===== src/rtl/wb_host_bridge.sv =====
// Single-outstanding Wishbone master: turns a valid/ready host request into one
// Wishbone cycle and returns read data or an error on a valid/ready response channel.
module wb_host_bridge #(
  parameter int  WB_DATA_WIDTH  = 32,
  parameter int  WB_ADDR_WIDTH  = 32,
  parameter int  TIMEOUT_CYCLES = 255,
  localparam int WB_BYTE_SEL    = WB_DATA_WIDTH / 8
) (
  input  logic                     wb_clk_i,
  input  logic                     wb_rst_i,
  input  logic                     req_valid_i,
  output logic                     req_ready_o,
  input  logic                     req_we_i,
  input  logic [WB_ADDR_WIDTH-1:0] req_addr_i,
  input  logic [WB_DATA_WIDTH-1:0] req_data_i,
  input  logic [WB_BYTE_SEL-1:0]   req_sel_i,
  output logic                     rsp_valid_o,
  input  logic                     rsp_ready_i,
  output logic [WB_DATA_WIDTH-1:0] rsp_data_o,
  output logic                     rsp_err_o,
  output logic                     rsp_timeout_o,
  output logic [WB_ADDR_WIDTH-1:0] wb_addr_o,
  output logic [WB_DATA_WIDTH-1:0] wb_data_o,
  output logic [WB_BYTE_SEL-1:0]   wb_sel_o,
  output logic                     wb_we_o,
  output logic                     wb_cyc_o,
  output logic                     wb_stb_o,
  input  logic [WB_DATA_WIDTH-1:0] wb_data_i,
  input  logic                     wb_ack_i,
  input  logic                     wb_err_i,
  input  logic                     wb_stall_i
);

  // Handshakes: a transfer happens on a rising edge where valid and ready are both
  // high; valid never waits on ready, and the payload is stable while valid is high.

  localparam int CNT_W = (TIMEOUT_CYCLES > 2) ? $clog2(TIMEOUT_CYCLES) : 1;
  localparam logic [CNT_W-1:0] CNT_LAST = CNT_W'(TIMEOUT_CYCLES - 1);

  typedef enum logic [1:0] {
    ST_IDLE   = 2'd0,
    ST_ACTIVE = 2'd1,
    ST_RESP   = 2'd2
  } state_e;

  state_e                   state_q,       state_d;
  logic [CNT_W-1:0]         cnt_q,         cnt_d;
  logic                     wb_cyc_q,      wb_cyc_d;
  logic [WB_ADDR_WIDTH-1:0] wb_addr_q,     wb_addr_d;
  logic [WB_DATA_WIDTH-1:0] wb_data_q,     wb_data_d;
  logic [WB_BYTE_SEL-1:0]   wb_sel_q,      wb_sel_d;
  logic                     wb_we_q,       wb_we_d;
  logic                     rsp_valid_q,   rsp_valid_d;
  logic [WB_DATA_WIDTH-1:0] rsp_data_q,    rsp_data_d;
  logic                     rsp_err_q,     rsp_err_d;
  logic                     rsp_timeout_q, rsp_timeout_d;

  always_comb begin
    state_d       = state_q;
    cnt_d         = cnt_q;
    wb_cyc_d      = wb_cyc_q;
    wb_addr_d     = wb_addr_q;
    wb_data_d     = wb_data_q;
    wb_sel_d      = wb_sel_q;
    wb_we_d       = wb_we_q;
    rsp_valid_d   = rsp_valid_q;
    rsp_data_d    = rsp_data_q;
    rsp_err_d     = rsp_err_q;
    rsp_timeout_d = rsp_timeout_q;

    case (state_q)
      ST_IDLE: begin
        if (req_valid_i) begin
          wb_addr_d     = req_addr_i;
          wb_data_d     = req_data_i;
          wb_sel_d      = req_sel_i;
          wb_we_d       = req_we_i;
          rsp_data_d    = '0;
          rsp_timeout_d = 1'b0;
          cnt_d         = '0;
          // Misaligned requests never reach the bus; they are answered directly.
          if (req_addr_i[1:0] != 2'b00) begin
            state_d     = ST_RESP;
            rsp_valid_d = 1'b1;
            rsp_err_d   = 1'b1;
          end else begin
            state_d   = ST_ACTIVE;
            wb_cyc_d  = 1'b1;
            rsp_err_d = 1'b0;
          end
        end
      end

      ST_ACTIVE: begin
        cnt_d = cnt_q + CNT_W'(1);
        if (wb_err_i) begin
          state_d     = ST_RESP;
          wb_cyc_d    = 1'b0;
          cnt_d       = '0;
          rsp_valid_d = 1'b1;
          rsp_err_d   = 1'b1;
          rsp_data_d  = '0;
        end else if (wb_ack_i) begin
          state_d     = ST_RESP;
          wb_cyc_d    = 1'b0;
          cnt_d       = '0;
          rsp_valid_d = 1'b1;
          rsp_err_d   = 1'b0;
          rsp_data_d  = wb_we_q ? '0 : wb_data_i;
        end else if ((TIMEOUT_CYCLES != 0) && (cnt_q == CNT_LAST)) begin
          state_d       = ST_RESP;
          wb_cyc_d      = 1'b0;
          cnt_d         = '0;
          rsp_valid_d   = 1'b1;
          rsp_err_d     = 1'b1;
          rsp_timeout_d = 1'b1;
          rsp_data_d    = '0;
        end
      end

      ST_RESP: begin
        if (rsp_ready_i) begin
          state_d       = ST_IDLE;
          rsp_valid_d   = 1'b0;
          rsp_err_d     = 1'b0;
          rsp_timeout_d = 1'b0;
          rsp_data_d    = '0;
        end
      end

      default: begin
        state_d  = ST_IDLE;
        wb_cyc_d = 1'b0;
      end
    endcase
  end

  always_ff @(posedge wb_clk_i) begin
    if (!wb_rst_i) begin
      state_q       <= ST_IDLE;
      cnt_q         <= '0;
      wb_cyc_q      <= 1'b0;
      wb_addr_q     <= '0;
      wb_data_q     <= '0;
      wb_sel_q      <= '0;
      wb_we_q       <= 1'b0;
      rsp_valid_q   <= 1'b0;
      rsp_data_q    <= '0;
      rsp_err_q     <= 1'b0;
      rsp_timeout_q <= 1'b0;
    end else begin
      state_q       <= state_d;
      cnt_q         <= cnt_d;
      wb_cyc_q      <= wb_cyc_d;
      wb_addr_q     <= wb_addr_d;
      wb_data_q     <= wb_data_d;
      wb_sel_q      <= wb_sel_d;
      wb_we_q       <= wb_we_d;
      rsp_valid_q   <= rsp_valid_d;
      rsp_data_q    <= rsp_data_d;
      rsp_err_q     <= rsp_err_d;
      rsp_timeout_q <= rsp_timeout_d;
    end
  end

  // cyc and stb are one signal: a single-beat master never idles stb inside a cycle.
  assign req_ready_o   = (state_q == ST_IDLE) && wb_rst_i;
  assign wb_cyc_o      = wb_cyc_q;
  assign wb_stb_o      = wb_cyc_q;
  assign wb_addr_o     = wb_addr_q;
  assign wb_data_o     = wb_data_q;
  assign wb_sel_o      = wb_sel_q;
  assign wb_we_o       = wb_we_q;
  assign rsp_valid_o   = rsp_valid_q;
  assign rsp_data_o    = rsp_data_q;
  assign rsp_err_o     = rsp_err_q;
  assign rsp_timeout_o = rsp_timeout_q;

endmodule


===== config.mk =====
export PLATFORM = sky130hd
export DESIGN_NAME = wb_host_bridge
export DESIGN_NICKNAME = d
export VERILOG_FILES = /design/src/rtl/wb_host_bridge.sv
export SDC_FILE = /design/constraint.sdc
export NUM_CORES = 1
export LEC_CHECK = 0
export BUFFER_PORTS_ARGS = -buffer_cell sky130_fd_sc_hd__buf_2
export CELL_PAD_IN_SITES_DETAIL_PLACEMENT = 1
export CELL_PAD_IN_SITES_GLOBAL_PLACEMENT = 1
export CORE_MARGIN = 2
export CORE_UTILIZATION = 32
export DETAILED_ROUTE_END_ITERATION = 7
export GPL_ROUTABILITY_DRIVEN = 0
export GPL_TIMING_DRIVEN = 0
export PLACE_DENSITY = 0.85
export SETUP_SLACK_MARGIN = 0.3
export SKIP_LAST_GASP = 1
export SLEW_MARGIN = 30
export SYNTH_ARGS = -nofsm -noshare
export SYNTH_HDL_FRONTEND = slang
export SYNTH_SLANG_ARGS = --single-unit

===== constraint.sdc =====
create_clock -name wb_clk_i -period 1.85 [get_ports wb_clk_i]
set_input_delay 0 -clock wb_clk_i [delete_from_list [all_inputs] [get_ports wb_clk_i]]
set_output_delay 0 -clock wb_clk_i [all_outputs]
set_load 0.01 [all_outputs]

==> results of run 1 <==
cell type report:
cell class / count / area [um2] / share of cell area
inverter: 8 / 37.5 / 0.00457
sequential: 115 / 2310 / 0.282
multi-input combinational: 372 / 2160 / 0.263
antenna: 4 / 10.0 / 0.00122
buffer: 43 / 409 / 0.0498
timing repair buffer: 347 / 2440 / 0.298
tap: 176 / 220 / 0.0268
clock buffer: 22 / 464 / 0.0565
clock inverter: 10 / 155 / 0.0189
layer usage:
layer,up-vias,global-route usage,share of wire
li1,2552,-,-
met2,295,0.548,0.53
met5,-,0,0
met1,2872,0.297,0.36
met3,123,0.0599,0.045
met4,0,0.188,0.069
repair_timing:
| action | 4_1_cts | 5_1_grt |
|---|---|---|
| buffers inserted | 11 | 13 |
| endpoints found under the setup margin | 113 | 109 |
| gates resized for setup | 63 | 103 |
| pin swaps | 9 | 43 |
| cloned | 3 | 4 |
| hold buffers | 103 | 0 |
| hold endpoints to repair | 104 | 0 |
registers in the layout, summed over array words and instances (netlist names), 2 cells and up:
signal      count
rsp_data_o     32
wb_addr_o      32
wb_data_o      32
cnt_q           8
wb_sel_o        4
state_q         2
through the flow:
step	std cells	hold slack, ps	area, um2
floorplan	538	136	4410
global placement	927	232	5700
detailed placement	927	244	5700
CTS	1076	61.6	7640
global route	1097	83.8	8220
finish	1097	107	8220
synthesized netlist by cell type, types with 4 or more instances:
master and instances:
nand2_1 179, dfxtp_1 115, a21oi_1 70, nand4_1 35
o21ai_1 30, clkbuf_1 23, nor2_1 14, buf_2 12
inv_1 7, ha_1 6, buf_1 4, buf_4 4
o21ai_0 4
where the power goes:
| group | internal, uW | switching, uW | total, uW |
|---|---|---|---|
| Combinational | 919 | 1040 | 1960 |
| Clock | 2310 | 1240 | 3550 |
| Sequential | 2640 | 114 | 2760 |
final timing paths:
check                      start              to  slack [ps]  cells after the start
setup / recovery      state_q[0]  rsp_data_o[29]          90                      7
hold / removal       req_valid_i        wb_cyc_o         110                      3
setup reg to reg      state_q[0]  rsp_data_o[29]          90                      7
hold reg to reg   rsp_data_o[31]  rsp_data_o[31]         450                      2
logic make-up (layout without fill, tap and decap cells):
kind of cell,Yosys count,count (layout)
multiplexers,3,3
other,0,4
buffers and inverters,51,430
XOR/XNOR,6,6
AND/OR/NAND/NOR,240,240
adder cells (fa/ha/maj),6,6
AO/OA/AOI/OAI,117,117
flip-flops,115,115
critical path: stages, from the launching register on:
cell       delay, ps
dfxtp_4          390
inv_4             60
ha_4             170
a221oi_4         390
and2_4           260
buf_12           160
clkbuf_16        160
o21ai_2           50
==> metrics.md, run 1 <==
| Metric | Value |
|---|---|
| Die W | between 100 and 150 um |
| Total Nets Final | 1018 |
| CP Data Required Time | approximately 2200 ps |
| Filler cells | 1575 |
| ANT nets after route | 0 |
| Worst-margin pin slew | 663 ps |
| Num CTS Buffers | 17 |
| Port Buffer Count | approximately 210 |
| Num ports | 215 |
| Layout area overhead | 89.4% |
| Clock Latency Late Sink | 430 ps |
| Clock sinks | between 100 and 150 |
| CTS tree | built |
| Pleak | between 0.003 and 0.004 uW |
| Synthesized instance count | 538 |
| Ys Warns | 0 |
| GRT Total Usage | 0.295 |
| Row Count | 42 |
| Seq/Total Area, Yosys | 0.531 |
| Fin crit period | 1760 ps |
| Final setup fails | 0 |
| Most used DFF post-synth | dfxtp_1 |
| Setup WS pre-CTS | -55.6 ps |
| Root buffer cell | clkbuf_16 |
| Async SR Flop Fraction | 0 |
| Core Util, Final | 0.621 |
| Post-synth top area cell | dfxtp_1 |
| Final Slew Violations | 0 |
| Synth Area in XOR/XNOR | 0.0121 |
| Largest net degree at the start of global routing | 17 |
| CTS max path bufs | 2 |
| Avg Inst Size Synth | 8.07 um2 |
| WL/cell | 22.4 um |
| Synth Area in Simple Gates | 0.235 |
| Grt ovf | 0 |
| Min-delay worst type | in2reg |
| Final wirelength | 24600 um |
| Synth Area in Compound Gates | 0.147 |
| DRC viols | 0 |
| Commonest non-fill, non-tap cell in the layout | buf_2 |
| Mux cell area share after synthesis | 0.00721 |
| Syn nets | around 650 |
| Via count | 5842 |
| Most frequent cells in the layout | buf_2 (216), nand2_1 (175), dfxtp_1 (110) |
| VDD IR max | 0.632 mV |
| Outcome | finished clean |
| Relative slew slack | 0.558 |
| Hpwl dp | 10600 um |
| RSZ-0062 raised after global routing | yes |
| Achievable Freq | 567 MHz |
| Startpoint types | flip-flop |
| Post-synth cell types | 34 |
| Die height | 120 um |
| Ranking of synthesized cells by area | dfxtp_1 (53%), nand2_1 (15%), a21oi_1 (8.1%) |
| TNS Setup | 0 ps |
| Initial antenna violation count | 4 |
| Max Cap Viol | 0 |
| P per Cell Area | between 1000 and 1500 nW/um2 |
| Worst Skew | 10.9 ps |
| Setup CP Type | reg2reg |
| Initial Util | 0.328 |
| Final Cycle Share | 0.953 |
| Routed vias/inst | 5.33 |
| Post-synth EDFFs | 0 |
| Crit. End Element | flip-flop |
| First-pass GRT wire length | 32800 um |
| Iter 0 DRT Violations | 287 |
| Vias in the first global route | 6028 |
| CP max FO | 6 |
| Number of hold violations in the final report | 0 |
| Core Footprint | ~13000 um2 |
| Post-synthesis register bit count | 115 |
| Mapped Area | approximately 4300 um2 |
| Initial DRT Pass Iterations | 5 |
| Power, Total | approximately 8300 uW |
| Clock transition at path regs | 60 ps |
| Crit path arrival time | 2070 ps |
| Final setup margin | 87.1 ps |
| Adder-cell share of the synthesized area | 0.0173 |
| Die area | 14500 um2 |
| Htree depth | 4 |
| Proportion of layout cells with a drive suffix above 1 | 0.414 |
| Top cell type's share of synthesized area | 0.531 |
| Largest family of logic cells by synthesized area | simple AND/OR/NAND/NOR gates |
No activity file was read; power rests on OpenSTA's default activity.
==> run 2, diff against run 1 <==
--- a/config.mk
+++ b/config.mk
@@ -14,6 +14,7 @@
 export GPL_ROUTABILITY_DRIVEN = 0
 export GPL_TIMING_DRIVEN = 0
 export PLACE_DENSITY = 0.85
+export RECOVER_POWER = 50
 export SETUP_SLACK_MARGIN = 0.3
 export SKIP_LAST_GASP = 1
 export SLEW_MARGIN = 30
==> metrics.md, run 2 (synthesized netlist as in run 1, its figures left out) <==
| Metric | Value |
|---|---|
| Via count | 5875 (+0.56%) |
| Clock sinks | 115 (unchanged) |
| VDD IR max | 0.636 mV (+0.57%) |
| Setup CP Type | reg2reg |
| Placed inst area | 5700 um2 (unchanged) |
| Port Buffer Count | 213 (unchanged) |
| Die area | 14500 um2 (unchanged) |
| Initial DRT Pass Iterations | 4 (-1) |
| Clock network power share | 0.433 (+0.004) |
| Relative slew slack | 0.535 (-0.0234) |
| Hold depth | 3 (unchanged) |
| Slowest stage delay, CP | 460 ps (+70 ps) |
| Initial antenna violation count | 4 (unchanged) |
| TNS Setup | 0 ps (unchanged) |
| Outcome | finished clean |
| Crit path arrival time | 2160 ps (+90 ps) |
| Most frequent cells in the layout | nand2_1 (175), clkbuf_1 (119), buf_2 (111) |
| CTS max path bufs | 2 (unchanged) |
| Stages on the worst setup path | 7 (unchanged) |
| GRT Total Usage | 0.295 (unchanged) |
| Final setup fails | 0 (unchanged) |
| Worst path slowest cell | a221oi_4 |
| Multi-input gate area | 2160 um2 (unchanged) |
| First-pass GRT wire length | 32800 um (unchanged) |
| Grt ovf | 0 (unchanged) |
| Initial Util | 0.328 (unchanged) |
| Proportion of layout cells with a drive suffix above 1 | 0.300 (-0.115) |
| Commonest non-fill, non-tap cell in the layout | nand2_1 |
| Worst Skew | 13.2 ps (+2.30 ps) |
| Achievable Freq | 542 MHz (-4.5%) |
| Clock Latency Late Sink | 430 ps (about the same) |
| Final setup margin | 3.85 ps (-83.3 ps) |
| Register-to-Register Path Depth | 7 (unchanged) |
| Num ports | 215 (unchanged) |
| Cell Int Power | 5830 uW (-0.86%) |
| Sw Pwr | 2420 uW (+1.1%) |
| Core Footprint | 13200 um2 (unchanged) |
| Num CTS Buffers | 17 (unchanged) |
| Startpoint types | flip-flop |
| Worst-margin pin slew | 698 ps (+35.1 ps) |
| Worst path cell trace | inv_4 > ha_4 > a221oi_4 > and2_4 > buf_12 > clkbuf_16 > o21ai_2 |
| Total Nets Final | 1018 (unchanged) |
| Final Cycle Share | 0.998 (+0.0450) |
| Hpwl dp | 10600 um (unchanged) |
| Routed vias/inst | 5.36 (+0.56%) |
| Top delay family on crit path | compound AO/OA/AOI/OAI gates |
| Layout area overhead | 86.0% |
| Vias in the first global route | 6028 (unchanged) |
| Filler cells | 1648 (+4.6%) |
| Fin crit period | 1850 ps (+83.3 ps) |
| Number of hold violations in the final report | 0 (unchanged) |
| Min-delay worst type | in2reg |
| Final wirelength | 24600 um (+0.31%) |
| Hold WS | 107 ps (+0.169 ps) |
| CP Data Required Time | 2160 ps (about the same) |
| Pleak | 0.00323 uW (-12%) |
| Iter 0 DRT Violations | 294 (+2.4%) |
| Htree depth | 4 (unchanged) |
| Root buffer cell | clkbuf_16 |
| Setup WS pre-CTS | -55.6 ps (unchanged) |
| Clock transition at path regs | 60 ps (about the same) |
| CP max FO | 6 (unchanged) |
| Area taken by flip-flops and latches | 2310 um2 (unchanged) |
| RSZ-0062 raised after global routing | yes |
| ANT nets after route | 0 (unchanged) |
| Row Count | 42 (unchanged) |
| Largest net degree at the start of global routing | 17 (unchanged) |
| Crit. End Element | flip-flop |
| Comb power frac | 0.232 (-0.005) |
| WL/cell | 22.5 um (+0.31%) |
| Post-route cell area | 8070 um2 (-1.8%) |
| Max Cap Viol | 0 (unchanged) |
| P per Cell Area | 1020 nW/um2 (+1.5%) |
| DRC viols | 0 (unchanged) |
| Die height | 120 um (unchanged) |
| Seq pwr share | 0.335 (+0.002) |
| Sw frac | 0.294 (+0.00397) |
| Final Slew Violations | 0 (unchanged) |
| Die W | 120 um (unchanged) |
| WP buf/inv | 3 (unchanged) |
| CTS tree | built |
| Power, Total | 8250 uW (-0.30%) |
## run 2: area by class of cell
class	instances	share of cell area
Sequential cell	115	0.287
Timing Repair Buffer	347	0.287
Multi-Input combinational cell	372	0.268
Clock buffer	22	0.0575
Buffer	43	0.0487
Tap cell	176	0.0273
Clock inverter	10	0.0192
Inverter	8	0.00465
Antenna cell	4	0.00124
## run 2: worst paths after layout
kind / startpoint / to / slack, ps
worst min register to register: rsp_data_o[31] / rsp_data_o[31] / 450
worst max-delay path: state_q[0] / rsp_data_o[29] / 4
worst max register to register: state_q[0] / rsp_data_o[29] / 4
worst min-delay path: req_valid_i / wb_cyc_o / 110
## run 2: worst register-to-register path, delay by kind of cell (launching register included)
kind	cells	cell delay, ps
DFF	1	390
AOI/OAI and AO/OA	2	510
and+or+nand+nor	1	280
buffers and inverters	3	390
adders and majority gates	1	170
## run 2: power by group through the flow
stage	Sequential [uW]	Combinational, uW	Clock, uW
6_report	2760	1910	3570
5_1_grt	2770	2020	3710
4_1_cts	2730	1520	3500
3_5_place_dp	2780	1150	0
3_3_place_gp	2770	1130	0
2_1_floorplan	2850	606	0
## run 2: repair_timing
item | in CTS | in global routing
setup endpoints to repair | 113 | 109
pin swaps | 9 | 43
setup buffers | 11 | 13
gates resized for setup | 63 | 103
hold buffers | 103 | 0
hold endpoints to repair | 104 | 0
cloned | 3 | 4
## run 2: per-layer routing
layer | vias to the layer above | part of all wire | track usage
li1 | 2550 | - | -
met2 | 298 | 0.52 | 0.548
met1 | 2902 | 0.36 | 0.297
met5 | - | 0 | 0
met3 | 125 | 0.049 | 0.0599
met4 | 0 | 0.071 | 0.188
## run 2: metrics by stage
| stage | instances | utilization |
|---|---|---|
| after floorplan | 538 | - |
| after detailed placement | 927 | 0.430 |
| final | 1097 | 0.609 |
| after global routing | 1097 | 0.609 |
| after global placement | 927 | 0.430 |
| after CTS | 1076 | 0.577 |
==> run 3, diff against run 2 <==
--- a/config.mk
+++ b/config.mk
@@ -15,6 +15,7 @@
 export GPL_TIMING_DRIVEN = 0
 export PLACE_DENSITY = 0.85
 export RECOVER_POWER = 50
+export REMOVE_ABC_BUFFERS = 1
 export SETUP_SLACK_MARGIN = 0.3
 export SKIP_LAST_GASP = 1
 export SLEW_MARGIN = 30
==> metrics.md, run 3 (synthesized netlist as in run 1, its figures left out) <==
| Metric | Value |
|---|---|
| Crit. End Element | flip-flop |
| Hold depth | 3 (unchanged) |
| First-pass GRT wire length | 34600 um (+5.4%) |
| Most frequent cells in the layout | nand2_1 (175), dfxtp_1 (110), clkbuf_1 (108) |
| Row Count | 42 (unchanged) |
| Startpoint types | flip-flop |
| Root buffer cell | clkbuf_16 |
| Final Slew Violations | 0 (unchanged) |
| Gr busiest metal | met2 |
| Achievable Freq | 551 MHz (+1.7%) |
| Vias in the first global route | 6322 (+4.9%) |
| Final wirelength | 26500 um (+7.4%) |
| Die W | 120 um (unchanged) |
| Hpwl dp | 10600 um (-0.11%) |
| Core Footprint | 13200 um2 (unchanged) |
| Die area | 14500 um2 (unchanged) |
| Register-to-Register Path Depth | 8 (+1) |
| VDD IR max | 0.712 mV (+12%) |
| Met3 usage | 0.0656 (+0.00566) |
| Die height | 120 um (unchanged) |
| GRT Total Usage | 0.315 (+0.0206) |
| Worst Skew | 9.20 ps (-3.98 ps) |
| Port Buffer Count | 213 (unchanged) |
| Final setup margin | 34.0 ps (+30.2 ps) |
| Pleak | 0.00328 uW (+1.6%) |
| WL/cell | 24.3 um (+8.0%) |
| Num ports | 215 (unchanged) |
| RSZ-0062 raised after global routing | yes |
| Clock transition at path regs | 60 ps (about the same) |
| Layout area overhead | 89.5% |
| Worst-margin pin slew | 485 ps (-213 ps) |
| Final setup fails | 0 (unchanged) |
| Clock sinks | 115 (unchanged) |
| Worst path cell trace | buf_6 > ha_4 > inv_2 > nor4b_4 > buf_6 > buf_12 > nand4_1 > o21ai_2 |
| Initial Util | 0.328 (unchanged) |
| ANT nets after route | 0 (unchanged) |
| Via count | 5946 (+1.2%) |
| Initial DRT Pass Iterations | 5 (+1) |
| GR Util met2 | 0.586 (+0.0374) |
| Htree depth | 4 (unchanged) |
| Routed vias/inst | 5.45 (+1.8%) |
| CP dominant cell by count | buf_6 |
| Relative slew slack | 0.676 (+0.142) |
| CP Data Required Time | 2180 ps (+20 ps) |
| Critical hold path startpoint | wb_rst_i |
| GR Layer Usage met1 | 0.319 (+0.0214) |
| P per Cell Area | 995 nW/um2 (-2.6%) |
| Final Cycle Share | 0.982 (-0.0163) |
| Reg-to-Reg Start | state_q[0] |
| Largest net degree at the start of global routing | 42 (+25) |
| Number of hold violations in the final report | 0 (unchanged) |
| Num CTS Buffers | 17 (unchanged) |
| Setup CP Type | reg2reg |
| Initial antenna violation count | 4 (unchanged) |
| Slowest stage delay, CP | 390 ps (-70 ps) |
| Total Nets Final | 1012 (-0.59%) |
| Clock Latency Late Sink | 420 ps (about the same) |
| Worst path slowest cell | dfxtp_4 |
| WP buf/inv | 4 (+1) |
| CTS tree | built |
| RR Endpoint | rsp_data_o[26] |
| Outcome | finished clean |
| DRC viols | 0 (unchanged) |
| Max Cap Viol | 0 (unchanged) |
| Power, Total | 8180 uW (-0.81%) |
| Grt ovf | 0 (unchanged) |
| Commonest non-fill, non-tap cell in the layout | nand2_1 |
| Proportion of layout cells with a drive suffix above 1 | 0.307 (+0.00704) |
| Crit path arrival time | 2150 ps (about the same) |
| Iter 0 DRT Violations | 403 (+37%) |
| Worst Hold End | rsp_data_o[24] |
| CTS max path bufs | 2 (unchanged) |
| Top delay family on crit path | buffers and inverters |
| CP max FO | 7 (+1) |
| Min-delay worst type | in2reg |
| Fin crit period | 1820 ps (-30.2 ps) |
| Setup WS pre-CTS | -688 ps (-632 ps) |
| R2R Setup Slk | 30 ps (+30 ps) |
-- run 3: cell types whose count changed in the layout (fill, tap and decap cells not counted), moves of 4 or more --
| cell | previous run | this run |
|---|---|---|
| clkbuf_1 | 119 | 108 |
| o21ai_1 | 2 | 9 |
| buf_8 | 11 | 5 |
| and2_4 | 2 | 7 |
| buf_12 | 2 | 7 |
| buf_16 | 1 | 6 |
| buf_2 | 111 | 106 |
| buf_6 | 14 | 19 |
| clkbuf_8 | 4 | 9 |
| nor2_1 | 14 | 9 |
| o21ai_2 | 27 | 23 |
-- run 3: layout make-up --
class / instances / area, um2
clock buffer: 27 / 553
multi-input combinational: 378 / 2210
sequential: 115 / 2310
tap: 176 / 220
clock inverter: 3 / 40.0
fill: 1596 / 5020
inverter: 8 / 40.0
antenna: 6 / 15.0
timing repair buffer: 378 / 2830
-- run 3: timing repair --
item                       in CTS  in global routing
buffers inserted               29                  9
setup endpoints to repair     116                 72
cloned                         11                  8
hold endpoints to repair      102                  0
gates resized for setup        65                 71
hold buffers                  103                  0
pin swaps                      45                 40
-- run 3: metal layers --
layer / wire (um) / share of wire / vias up
li1: - / - / 2548
met1: 9340 / 0.35 / 2890
met2: 13600 / 0.51 / 363
met3: 1540 / 0.058 / 145
met4: 1970 / 0.075 / 0
met5: 0 / 0 / -
-- run 3: tightest hold or removal path: stages --
cell and delay [ps]:
buf_4 240, nand2_1 140, o21ai_2 60
-- run 3: per-stage QoR --
step | setup TNS (ps) | utilization | area [um2] | hold WS [ps] | std cells
final | 0 | 0.621 | 8220 | 70.4 | 1091
after global routing | -20.3 | 0.620 | 8220 | 73.5 | 1089
after CTS | 0 | 0.592 | 7850 | 28.9 | 1068
after detailed placement | -24260 | 0.422 | 5580 | 244 | 895
after global placement | -191880 | 0.410 | 5430 | 231 | 884
after floorplan | -84310 | - | 4150 | 136 | 495
-- run 3: where the power goes --
group,internal (uW),switching (uW),total [uW]
registers,2640,116,2760
logic,943,1130,2070
clock network,2150,1200,3350
-- run 3: worst max-delay path by stage --
stage,endpoint,from,depth (start not counted),slack [ps]
after floorplan,rsp_valid_o,cnt_q[0],6,-1330
after global placement,rsp_data_o[2],wb_rst_i,5,-2620
after detailed placement,rsp_data_o[20],cnt_q[0],8,-690
after CTS,rsp_data_o[16],state_q[1],7,210
after global routing,rsp_err_o,cnt_q[3],9,-20
final,rsp_data_o[26],state_q[0],8,30
